`src/rtl/tff_lockstep_monitor_if.sv`:
```
// Bundle between the lockstep monitor and whatever drives/observes it.
// Carries the monitor control inputs (en, clear), the shared toggle input t,
// the three flip-flop outputs under check and every status output of the
// monitor. clk and reset stay plain ports on the monitor itself.
//   master : driver/observer side (bench or debug register bank)
//   slave  : monitor side
interface tff_lockstep_monitor_if #(
    parameter int CNT_W = 8,
    parameter int CYC_W = 16
);
    logic             en;
    logic             clear;
    logic             t;
    logic             q_jk;
    logic             q_sr;
    logic             q_d;
    logic [1:0]       state;
    logic [2:0]       err;
    logic             err_any;
    logic [2:0]       first_src;
    logic [CYC_W-1:0] first_cyc;
    logic [CNT_W-1:0] mis_jk;
    logic [CNT_W-1:0] mis_sr;
    logic [CNT_W-1:0] mis_d;
    logic [CNT_W-1:0] toggle_cnt;
    logic             maj_q;

    modport master (
        output en, clear, t, q_jk, q_sr, q_d,
        input  state, err, err_any, first_src, first_cyc,
               mis_jk, mis_sr, mis_d, toggle_cnt, maj_q
    );

    modport slave (
        input  en, clear, t, q_jk, q_sr, q_d,
        output state, err, err_any, first_src, first_cyc,
               mis_jk, mis_sr, mis_d, toggle_cnt, maj_q
    );
endinterface

```
`src/rtl/tff_lockstep_monitor.sv`:
```
// Lockstep monitor for a three-way T flip-flop block (JK-, SR- and D-based).
// Keeps its own reference T model, compares q_jk/q_sr/q_d against it on
// every edge while armed, counts mismatches and toggles (saturating),
// latches the first failure and provides a registered 2-of-3 vote.
// Ports:
//   clk   : rising-edge clock shared with the flip-flop block
//   reset : asynchronous active-high reset, clears all state
//   mon   : slave side of tff_lockstep_monitor_if (en, clear, t, q_* in;
//           state, err, err_any, first_src, first_cyc, mis_*, toggle_cnt,
//           maj_q out; all outputs are registered)
module tff_lockstep_monitor #(
    parameter int CNT_W      = 8,
    parameter int CYC_W      = 16,
    parameter int SETTLE_CYC = 1
) (
    input  logic                   clk,
    input  logic                   reset,
    tff_lockstep_monitor_if.slave  mon
);
    typedef enum logic [1:0] {
        ST_IDLE   = 2'd0,
        ST_SETTLE = 2'd1,
        ST_CHECK  = 2'd2,
        ST_FAULT  = 2'd3
    } state_t;

    localparam int           SET_W    = (SETTLE_CYC < 2) ? 1 : $clog2(SETTLE_CYC + 1);
    localparam logic [SET_W-1:0] SET_LOAD = SET_W'(SETTLE_CYC);
    localparam bit           NO_SETTLE = (SETTLE_CYC == 32'sd0);

    function automatic logic [CNT_W-1:0] sat_inc_cnt(input logic [CNT_W-1:0] v);
        return (&v) ? v : v + CNT_W'(1);
    endfunction

    function automatic logic [CYC_W-1:0] sat_inc_cyc(input logic [CYC_W-1:0] v);
        return (&v) ? v : v + CYC_W'(1);
    endfunction

    function automatic logic maj3(input logic a, input logic b, input logic c);
        return (a & b) | (a & c) | (b & c);
    endfunction

    state_t           state_q, state_d;
    logic [SET_W-1:0] settle_q, settle_d;
    logic             q_ref_q;
    logic [CYC_W-1:0] cyc_q, cyc_d;
    logic [2:0]       err_q, err_d;
    logic             err_any_q;
    logic [2:0]       first_src_q, first_src_d;
    logic [CYC_W-1:0] first_cyc_q, first_cyc_d;
    logic [CNT_W-1:0] mis_jk_q, mis_jk_d;
    logic [CNT_W-1:0] mis_sr_q, mis_sr_d;
    logic [CNT_W-1:0] mis_d_q, mis_d_d;
    logic [CNT_W-1:0] toggle_q, toggle_d;
    logic             maj_vote_q;

    logic [2:0]       mis_s;
    logic             counting_s;
    logic             capture_s;
    logic             arm_s;

    // Pre-edge comparison: both sides were updated on the previous edge.
    assign mis_s = {mon.q_d ^ q_ref_q, mon.q_sr ^ q_ref_q, mon.q_jk ^ q_ref_q};

    // State register plus reference model, datapath and output registers.
    always_ff @(posedge clk or posedge reset) begin
        if (reset) begin
            state_q     <= ST_IDLE;
            settle_q    <= '0;
            q_ref_q     <= 1'b0;
            cyc_q       <= '0;
            err_q       <= 3'b000;
            err_any_q   <= 1'b0;
            first_src_q <= 3'b000;
            first_cyc_q <= '0;
            mis_jk_q    <= '0;
            mis_sr_q    <= '0;
            mis_d_q     <= '0;
            toggle_q    <= '0;
            maj_vote_q  <= 1'b0;
        end else begin
            state_q     <= state_d;
            settle_q    <= settle_d;
            q_ref_q     <= q_ref_q ^ mon.t;
            cyc_q       <= cyc_d;
            err_q       <= err_d;
            err_any_q   <= |err_d;
            first_src_q <= first_src_d;
            first_cyc_q <= first_cyc_d;
            mis_jk_q    <= mis_jk_d;
            mis_sr_q    <= mis_sr_d;
            mis_d_q     <= mis_d_d;
            toggle_q    <= toggle_d;
            maj_vote_q  <= maj3(mon.q_jk, mon.q_sr, mon.q_d);
        end
    end

    // Next-state logic: en=0 wins, then clear, then mismatch.
    always_comb begin
        state_d  = state_q;
        settle_d = settle_q;
        if (!mon.en) begin
            state_d = ST_IDLE;
        end else begin
            case (state_q)
                ST_IDLE: begin
                    settle_d = SET_LOAD;
                    if (NO_SETTLE) begin
                        state_d = ST_CHECK;
                    end else begin
                        state_d = ST_SETTLE;
                    end
                end
                ST_SETTLE: begin
                    // settle_q counts down the remaining suppressed edges
                    if (settle_q <= SET_W'(1)) begin
                        state_d = ST_CHECK;
                    end else begin
                        settle_d = settle_q - SET_W'(1);
                    end
                end
                ST_CHECK: begin
                    if (mon.clear) begin
                        state_d = ST_CHECK;
                    end else if (|mis_s) begin
                        state_d = ST_FAULT;
                    end else begin
                        state_d = ST_CHECK;
                    end
                end
                ST_FAULT: begin
                    if (mon.clear) begin
                        state_d = ST_CHECK;
                    end else begin
                        state_d = ST_FAULT;
                    end
                end
                default: state_d = ST_IDLE;
            endcase
        end
    end

    // FSM output decode: which datapath action applies at this edge.
    always_comb begin
        arm_s      = mon.en && (state_q == ST_IDLE);
        counting_s = mon.en && !mon.clear &&
                     ((state_q == ST_CHECK) || (state_q == ST_FAULT));
        capture_s  = counting_s && (state_q == ST_CHECK) && (|mis_s);
    end

    // Statistics datapath: clear discards any same-edge mismatch.
    always_comb begin
        cyc_d       = cyc_q;
        err_d       = err_q;
        first_src_d = first_src_q;
        first_cyc_d = first_cyc_q;
        mis_jk_d    = mis_jk_q;
        mis_sr_d    = mis_sr_q;
        mis_d_d     = mis_d_q;
        toggle_d    = toggle_q;
        if (mon.clear) begin
            cyc_d       = '0;
            err_d       = 3'b000;
            first_src_d = 3'b000;
            first_cyc_d = '0;
            mis_jk_d    = '0;
            mis_sr_d    = '0;
            mis_d_d     = '0;
            toggle_d    = '0;
        end else if (counting_s) begin
            cyc_d = sat_inc_cyc(cyc_q);
            err_d = err_q | mis_s;
            if (mis_s[0]) begin
                mis_jk_d = sat_inc_cnt(mis_jk_q);
            end else begin
                mis_jk_d = mis_jk_q;
            end
            if (mis_s[1]) begin
                mis_sr_d = sat_inc_cnt(mis_sr_q);
            end else begin
                mis_sr_d = mis_sr_q;
            end
            if (mis_s[2]) begin
                mis_d_d = sat_inc_cnt(mis_d_q);
            end else begin
                mis_d_d = mis_d_q;
            end
            if (mon.t) begin
                toggle_d = sat_inc_cnt(toggle_q);
            end else begin
                toggle_d = toggle_q;
            end
            if (capture_s) begin
                first_src_d = mis_s;
                first_cyc_d = cyc_q;
            end else begin
                first_src_d = first_src_q;
                first_cyc_d = first_cyc_q;
            end
        end else if (arm_s) begin
            cyc_d = '0;
        end else begin
            cyc_d = cyc_q;
        end
    end

    assign mon.state      = state_q;
    assign mon.err        = err_q;
    assign mon.err_any    = err_any_q;
    assign mon.first_src  = first_src_q;
    assign mon.first_cyc  = first_cyc_q;
    assign mon.mis_jk     = mis_jk_q;
    assign mon.mis_sr     = mis_sr_q;
    assign mon.mis_d      = mis_d_q;
    assign mon.toggle_cnt = toggle_q;
    assign mon.maj_q      = maj_vote_q;
endmodule

```
`src/flat_wrapper.sv`:
```
// flat-port wrapper written by rule: the top's interface ports become plain ports
module tff_lockstep_monitor_flat 
#(
    parameter int CNT_W      = 8,
    parameter int CYC_W      = 16,
    parameter int SETTLE_CYC = 1
)
  (clk, reset, mon_en, mon_clear, mon_t, mon_q_jk, mon_q_sr, mon_q_d, mon_state, mon_err, mon_err_any, mon_first_src, mon_first_cyc, mon_mis_jk, mon_mis_sr, mon_mis_d, mon_toggle_cnt, mon_maj_q);
  tff_lockstep_monitor_if #(.CNT_W(CNT_W), .CYC_W(CYC_W)) mon_i ();
  input  logic clk;
  input  logic reset;
  input wire logic [$bits(mon_i.en)-1:0] mon_en;
  input wire logic [$bits(mon_i.clear)-1:0] mon_clear;
  input wire logic [$bits(mon_i.t)-1:0] mon_t;
  input wire logic [$bits(mon_i.q_jk)-1:0] mon_q_jk;
  input wire logic [$bits(mon_i.q_sr)-1:0] mon_q_sr;
  input wire logic [$bits(mon_i.q_d)-1:0] mon_q_d;
  output wire logic [$bits(mon_i.state)-1:0] mon_state;
  output wire logic [$bits(mon_i.err)-1:0] mon_err;
  output wire logic [$bits(mon_i.err_any)-1:0] mon_err_any;
  output wire logic [$bits(mon_i.first_src)-1:0] mon_first_src;
  output wire logic [$bits(mon_i.first_cyc)-1:0] mon_first_cyc;
  output wire logic [$bits(mon_i.mis_jk)-1:0] mon_mis_jk;
  output wire logic [$bits(mon_i.mis_sr)-1:0] mon_mis_sr;
  output wire logic [$bits(mon_i.mis_d)-1:0] mon_mis_d;
  output wire logic [$bits(mon_i.toggle_cnt)-1:0] mon_toggle_cnt;
  output wire logic [$bits(mon_i.maj_q)-1:0] mon_maj_q;
  assign mon_i.en = mon_en;
  assign mon_i.clear = mon_clear;
  assign mon_i.t = mon_t;
  assign mon_i.q_jk = mon_q_jk;
  assign mon_i.q_sr = mon_q_sr;
  assign mon_i.q_d = mon_q_d;
  assign mon_state = mon_i.state;
  assign mon_err = mon_i.err;
  assign mon_err_any = mon_i.err_any;
  assign mon_first_src = mon_i.first_src;
  assign mon_first_cyc = mon_i.first_cyc;
  assign mon_mis_jk = mon_i.mis_jk;
  assign mon_mis_sr = mon_i.mis_sr;
  assign mon_mis_d = mon_i.mis_d;
  assign mon_toggle_cnt = mon_i.toggle_cnt;
  assign mon_maj_q = mon_i.maj_q;
  tff_lockstep_monitor #(.CNT_W(CNT_W), .CYC_W(CYC_W), .SETTLE_CYC(SETTLE_CYC)) u_core (.clk(clk), .reset(reset), .mon(mon_i));
endmodule
```
`config.mk`:
```
export PLATFORM = sky130hd
export DESIGN_NAME = tff_lockstep_monitor_flat
export DESIGN_NICKNAME = d
export VERILOG_FILES = /design/src/rtl/tff_lockstep_monitor_if.sv /design/src/rtl/tff_lockstep_monitor.sv /design/src/flat_wrapper.sv
export SDC_FILE = /design/constraint.sdc
export NUM_CORES = 1
export LEC_CHECK = 0
export BUFFER_PORTS_ARGS = -buffer_cell sky130_fd_sc_hd__buf_2
export CAP_MARGIN = 20
export CORE_MARGIN = 4
export CORE_UTILIZATION = 50
export CTS_BUF_LIST = sky130_fd_sc_hd__clkbuf_4 sky130_fd_sc_hd__clkbuf_8 sky130_fd_sc_hd__clkbuf_16
export DETAILED_ROUTE_END_ITERATION = 10
export PLACE_DENSITY = 0.73
export SLEW_MARGIN = 20
export SYNTH_ARGS = -nofsm -noshare
export SYNTH_HDL_FRONTEND = slang
export SYNTH_SLANG_ARGS = --single-unit
```
`constraint.sdc`:
```
create_clock -name clk -period 4.6 [get_ports clk]
set_clock_uncertainty 0.05 [all_clocks]
set_input_delay 0.92 -clock clk [delete_from_list [all_inputs] [get_ports clk]]
set_output_delay 0.92 -clock clk [all_outputs]
set_load 0.05 [all_outputs]
```
Yosys cells after proc, flatten, opt, wreduce, memory -nomap -nowiden
Index checks and enable logic that the tools add are counted.

Logic and storage cells: 106. Flip-flop bits (word level): 76. Output and inout bits: 58.

Multiplexer cells: 36. Equality and inequality tests: 10. Add/subtract/negate cells: 6. Bitwise gates (word level): 10. Reduce and logical (&&, ||, !) cells: 30. Magnitude comparators: 1.

Operators with widths (count): 8-bit two-way mux (16); 16-bit two-way mux (7); 8-bit by 1-bit adder with 8-bit output (second input constant) (4); 8-bit AND reduction (4); 16-bit by 1-bit adder with 16-bit output (second input constant) (1); 16-bit AND reduction (1); 3-bit two-way mux (5); 3-bit AND reduction (5); 2-bit nonzero test (7); 2-bit inequality test (second input constant) (5); 2-bit case mux with 4 select lines (1); 2-bit two-way mux (3); 3-bit OR reduction (2); 1-bit logical AND (5); 2-bit equality test (second input constant) (2); 2-bit AND reduction (2); 1-bit XOR (4); 1-bit AND (3); 1-bit two-way mux (3); 3-bit by 2-bit inequality test with 1-bit output (second input constant) (1); 3-bit inequality test (second input constant) (1); 3-bit bitwise OR (1); 3-bit nonzero test (1); 2-bit by 1-bit equality test with 1-bit output (second input constant) (1); 7 further kinds (8).

Longest topological paths before layout
Depth after elaboration: 8. Mapped depth: 7.

Worst setup path before layout
OpenSTA, ideal clock, no wires.

Path type: in2reg. From: in mon_q_jk. To: reg u_core.first_src_q[2], in the netlist u_core.mon.first_src[2]. Cell stages on the path: 3. Library setup time: 125 ps. Arrival time: 1934 ps. Setup slack: 2491 ps. Required time: 4425 ps. Path through: or4_4 > nand4b_2 > mux2_2.

Cells in the longest elaborated chain, start to end: 5.

Ends and longest elaborated chain: start, declared (RTL line flat_wrapper.sv:15) `input wire logic [$bits(mon_i.q_jk)-1:0] mon_q_jk;`; 1-bit XOR (RTL line tff_lockstep_monitor.sv:63) `assign mis_s = {mon.q_d ^ q_ref_q, mon.q_sr ^ q_ref_q, mon.q_jk ^ q_ref_q};`; 3-bit OR reduction (RTL line tff_lockstep_monitor.sv:148) `capture_s = counting_s && (state_q == ST_CHECK) && (|mis_s);`; 1-bit logical AND (RTL line tff_lockstep_monitor.sv:148); 2-bit nonzero test (no line); 2-bit AND reduction (no line); end signal, assigned (RTL line tff_lockstep_monitor.sv:88) `first_src_q <= first_src_d;`; end, declared (RTL line tff_lockstep_monitor.sv:49) `logic [2:0] first_src_q, first_src_d;`.

Every way passes these cells. A chain may end at the register's enable or synchronous reset.

Worst setup path after layout
From: in mon_clear. To: reg u_core.first_cyc_q[8], in the netlist u_core.mon.first_cyc[8].

Cells in the longest elaborated chain, start to end: 7. Elaborated cells between the ends (all ways): 9. Those cells by class: mux: 1; reduce/logical: 8.

Ends and longest elaborated chain: start, declared (RTL line flat_wrapper.sv:13) `input wire logic [$bits(mon_i.clear)-1:0] mon_clear;`; 1-bit logical NOT (RTL line tff_lockstep_monitor.sv:146) `counting_s = mon.en && !mon.clear &&`; 1-bit logical AND (2 in series) (RTL line tff_lockstep_monitor.sv:146); 1-bit logical AND (2 in series) (RTL line tff_lockstep_monitor.sv:148); 2-bit nonzero test (no line); 2-bit AND reduction (no line); end signal, assigned (RTL line tff_lockstep_monitor.sv:89) `first_cyc_q <= first_cyc_d;`; end, declared (RTL line tff_lockstep_monitor.sv:50) `logic [CYC_W-1:0] first_cyc_q, first_cyc_d;`.

Several ways; a longest one is shown, not always the timed one.

==> metrics <==
Die Ht=94.78 um; CP endpoint kind=flip-flop; Critical Path AT=3.41 ns; CP required=4.79 ns; RePlAce Congestion=0.8066; Final Cycle Share=around 70%; post_cts resized=0; crit path kind=primary input to flip-flop; global-route wire length before repair=13.97 mm; hold_buf cts=0; crit path cell chain=buf_2 -> and3b_1 -> nand4b_2 -> buf_4 -> nand3_1 -> o21ai_0; worst hold stages=2; worst min-delay path class=flip-flop to flip-flop; Num CTS Buffers=9; Top FF cell, synth=dfrtp_1; Seq/Total Area, Yosys=between 40% and 50%; Post-synth EDFFs=0; Mapped Nets=roughly 380; Synth async-reset ratio=100.0%; status=complete, no violations; Peak VDD IR=between 150 and 200 uV; Antenna Violating Nets Remaining=0; Mapped Area=3765 um^2; Global Route met1 Usage=a little over a quarter; ratio of cells with drive above 1 in the final layout=23.57%; M2 GR Usage=between 30% and 40%; Final Max Tran Viols=0; worst reg2reg startpoint=u_core.mon.state[1]$_DFF_PP0_; vias in the first global route=approximately 2900; Initial DRC Count=approximately 140; number of diodes=0; Max clock buf depth=2; DR vias=3114; RR Endpoint=u_core.mon.first_cyc[8]$_DFFE_PP0P_; RSZ-0062 raised after global routing=false; IO Pins=66; Routed WL=8.419 mm; Yosys reg bits=between 70 and 80; post-layout util=59.51%; total global-route track usage=19.85%; Max transition margin=36.39%; Achievable Freq=309.9 MHz; Startpoint Class=primary input; # nets final=around 450; Critical Path Max Stage Delay=~0.94 ns; most frequent cells in the layout=dfrtp_1, buf_2, nand3_1; Worst path slowest cell=and3b_1; Final min period=3.227 ns; pwr dens=325.6 nW/um^2; WL per Instance=15.71 um; Core Area=7292 um^2; Std-Cell Rows=31; max cap viols=0; Top delay family on crit path=simple AND/OR/NAND/NOR gates; grt met3 use=4.542%; Warnings, synthesis=0; die area=8982 um^2; DRC=0; Clk Latency, worst-skew pair=0.36 ns; clock slew at reported path FFs=0.08 ns; Final HPWL DP=5.834 mm; Initial Util=51.63%; Via density=roughly 5.8; worst r2r path cells=5; drt pass-1 iters=4; clock sink count=75; WP buf/inv=2; CP Max Fanout=40; GR Overflow Total=0; average size of a mapped cell=10.18 um^2; Cells after Synth=370; Die X=between 90 and 100 um; CTS tree=built; FILL cells=672; setup TNS=0 ns; Synth-to-Final Area Change=15.25%; hold endpoint=u_core.mon.first_cyc[4]$_DFFE_PP0P_; H-Tree Depth=3; HP Start=u_core.mon.first_cyc[4]$_DFFE_PP0P_; Synth cell types=64; Setup Buffers After CTS=0; initial antenna violation count=0; LEAKAGE=approximately 2.0 nW; reg2reg setup slack=1.92 ns; GR peak layer=met2; Slew @ Worst Pin=0.9541 ns; Finish-stage setup viols=0; root buffer cell=clkbuf_8; most common cell after layout, fill and taps aside=dfrtp_1; final hold viol count=0; I/O Buffers=65; largest net degree at the start of global routing=44
stage by stage:
step / setup slack (ns) / hold WS (ns) / std cells / total power [mW] / cell area [um^2]
after floorplan: 1.720 / 0.4238 / 370 / 0.8594 / 3765
after global placement: 0.9889 / 0.4383 / 520 / 0.8873 / 4126
after detailed placement: 0.9263 / 0.4495 / 520 / 0.8916 / 4126
after CTS: 1.313 / 0.4695 / 536 / 1.424 / 4339
after global routing: 1.035 / 0.4792 / 536 / 1.469 / 4339
final: 1.373 / 0.4642 / 536 / 1.413 / 4339
registers in the layout, indices dropped and copies added, names as in the netlist:
signal                 flops
u_core.mon.mis_d           8
u_core.mon.toggle_cnt      8
u_core.mon.mis_jk          8
u_core.mon.maj_q           1
u_core.mon.mis_sr          8
u_core.mon.err_any         1
u_core.mon.err             3
u_core.cyc_q              16
u_core.mon.first_cyc      16
u_core.q_ref_q             1
u_core.mon.first_src       3
u_core.mon.state           2
area by class of cell:
class                           instances  area [um^2]  area share (%)
Timing Repair Buffer                   67        340.3           7.843
Sequential cell                        75         1877           43.25
Multi-Input combinational cell        255         1695           39.07
Clock inverter                          4        47.55           1.096
Tap cell                               99        123.9           2.855
Clock buffer                           12        165.2           3.806
Inverter                               24        90.09           2.076
how the worst max path moves through the flow:
stage	from	to	slack [ns]	cells past startpoint
after floorplan	reset	u_core.cyc_q[0]$_DFFE_PP0P_	1.72	1
after global placement	mon_clear	u_core.mon.first_cyc[2]$_DFFE_PP0P_	0.99	6
after detailed placement	mon_clear	u_core.mon.first_cyc[8]$_DFFE_PP0P_	0.93	6
after CTS	mon_clear	u_core.mon.first_cyc[8]$_DFFE_PP0P_	1.31	6
after global routing	mon_clear	u_core.mon.first_cyc[1]$_DFFE_PP0P_	1.04	6
final	mon_clear	u_core.mon.first_cyc[8]$_DFFE_PP0P_	1.37	6
worst reg2reg max path: stages, from the launching register on:
cell      delay [ns]
dfrtp_1         0.46
and3b_1         0.83
nand4b_2        0.65
buf_4           0.39
nand3_1         0.08
o21ai_0         0.10
cell usage after synthesis, types with 2 or more instances:
master	count	area (um^2)
buf_1	3	11.26
o21ai_0	31	155.2
clkbuf_1	4	15.01
a31o_2	2	17.52
or4_1	5	37.54
dfrtp_1	75	1877
a41oi_1	2	17.52
o311ai_0	4	35.03
a31oi_1	5	31.28
mux2i_1	7	70.07
nand4_1	10	62.56
buf_6	3	33.78
buf_4	5	37.54
nor2_1	25	93.84
o41ai_1	3	26.28
o2bb2ai_1	2	17.52
o2111ai_1	2	17.52
o211ai_1	9	67.56
a21oi_1	18	90.09
nor3_1	4	20.02
nand3_1	35	175.2
ha_1	5	62.56
or3_1	9	56.30
mux2_2	2	22.52
xnor2_1	5	43.79
xor2_1	7	61.31
and2_1	3	18.77
nor4_1	3	18.77
and3_1	4	25.02
inv_1	24	90.09
o31ai_1	3	22.52
and4_1	3	26.28
nor2b_1	3	18.77
nand2_1	14	52.55
a21o_1	2	15.01
power by group:
part	switching (mW)	total [mW]	internal [mW]	leakage (nW)
clock network	0.242	0.536	0.293	0.108
registers	0.0307	0.706	0.676	1.04
logic	0.123	0.171	0.0475	0.861
cells by family after synthesis:
group | synth area share, %
XOR/XNOR | 3.955
adder cells (fa/ha/maj) | 1.928
flip-flops | 49.85
AO/OA/AOI/OAI | 17.71
buffers and inverters | 5.118
AND/OR/NAND/NOR | 18.98
multiplexers | 2.459
layer usage:
layer	wire length [um]	share of wire, %
met5	0	0
met4	173	2.1
met3	471	5.6
met2	4150	49
met1	3622	43
Note: power is estimated with default switching activity, not from simulation.
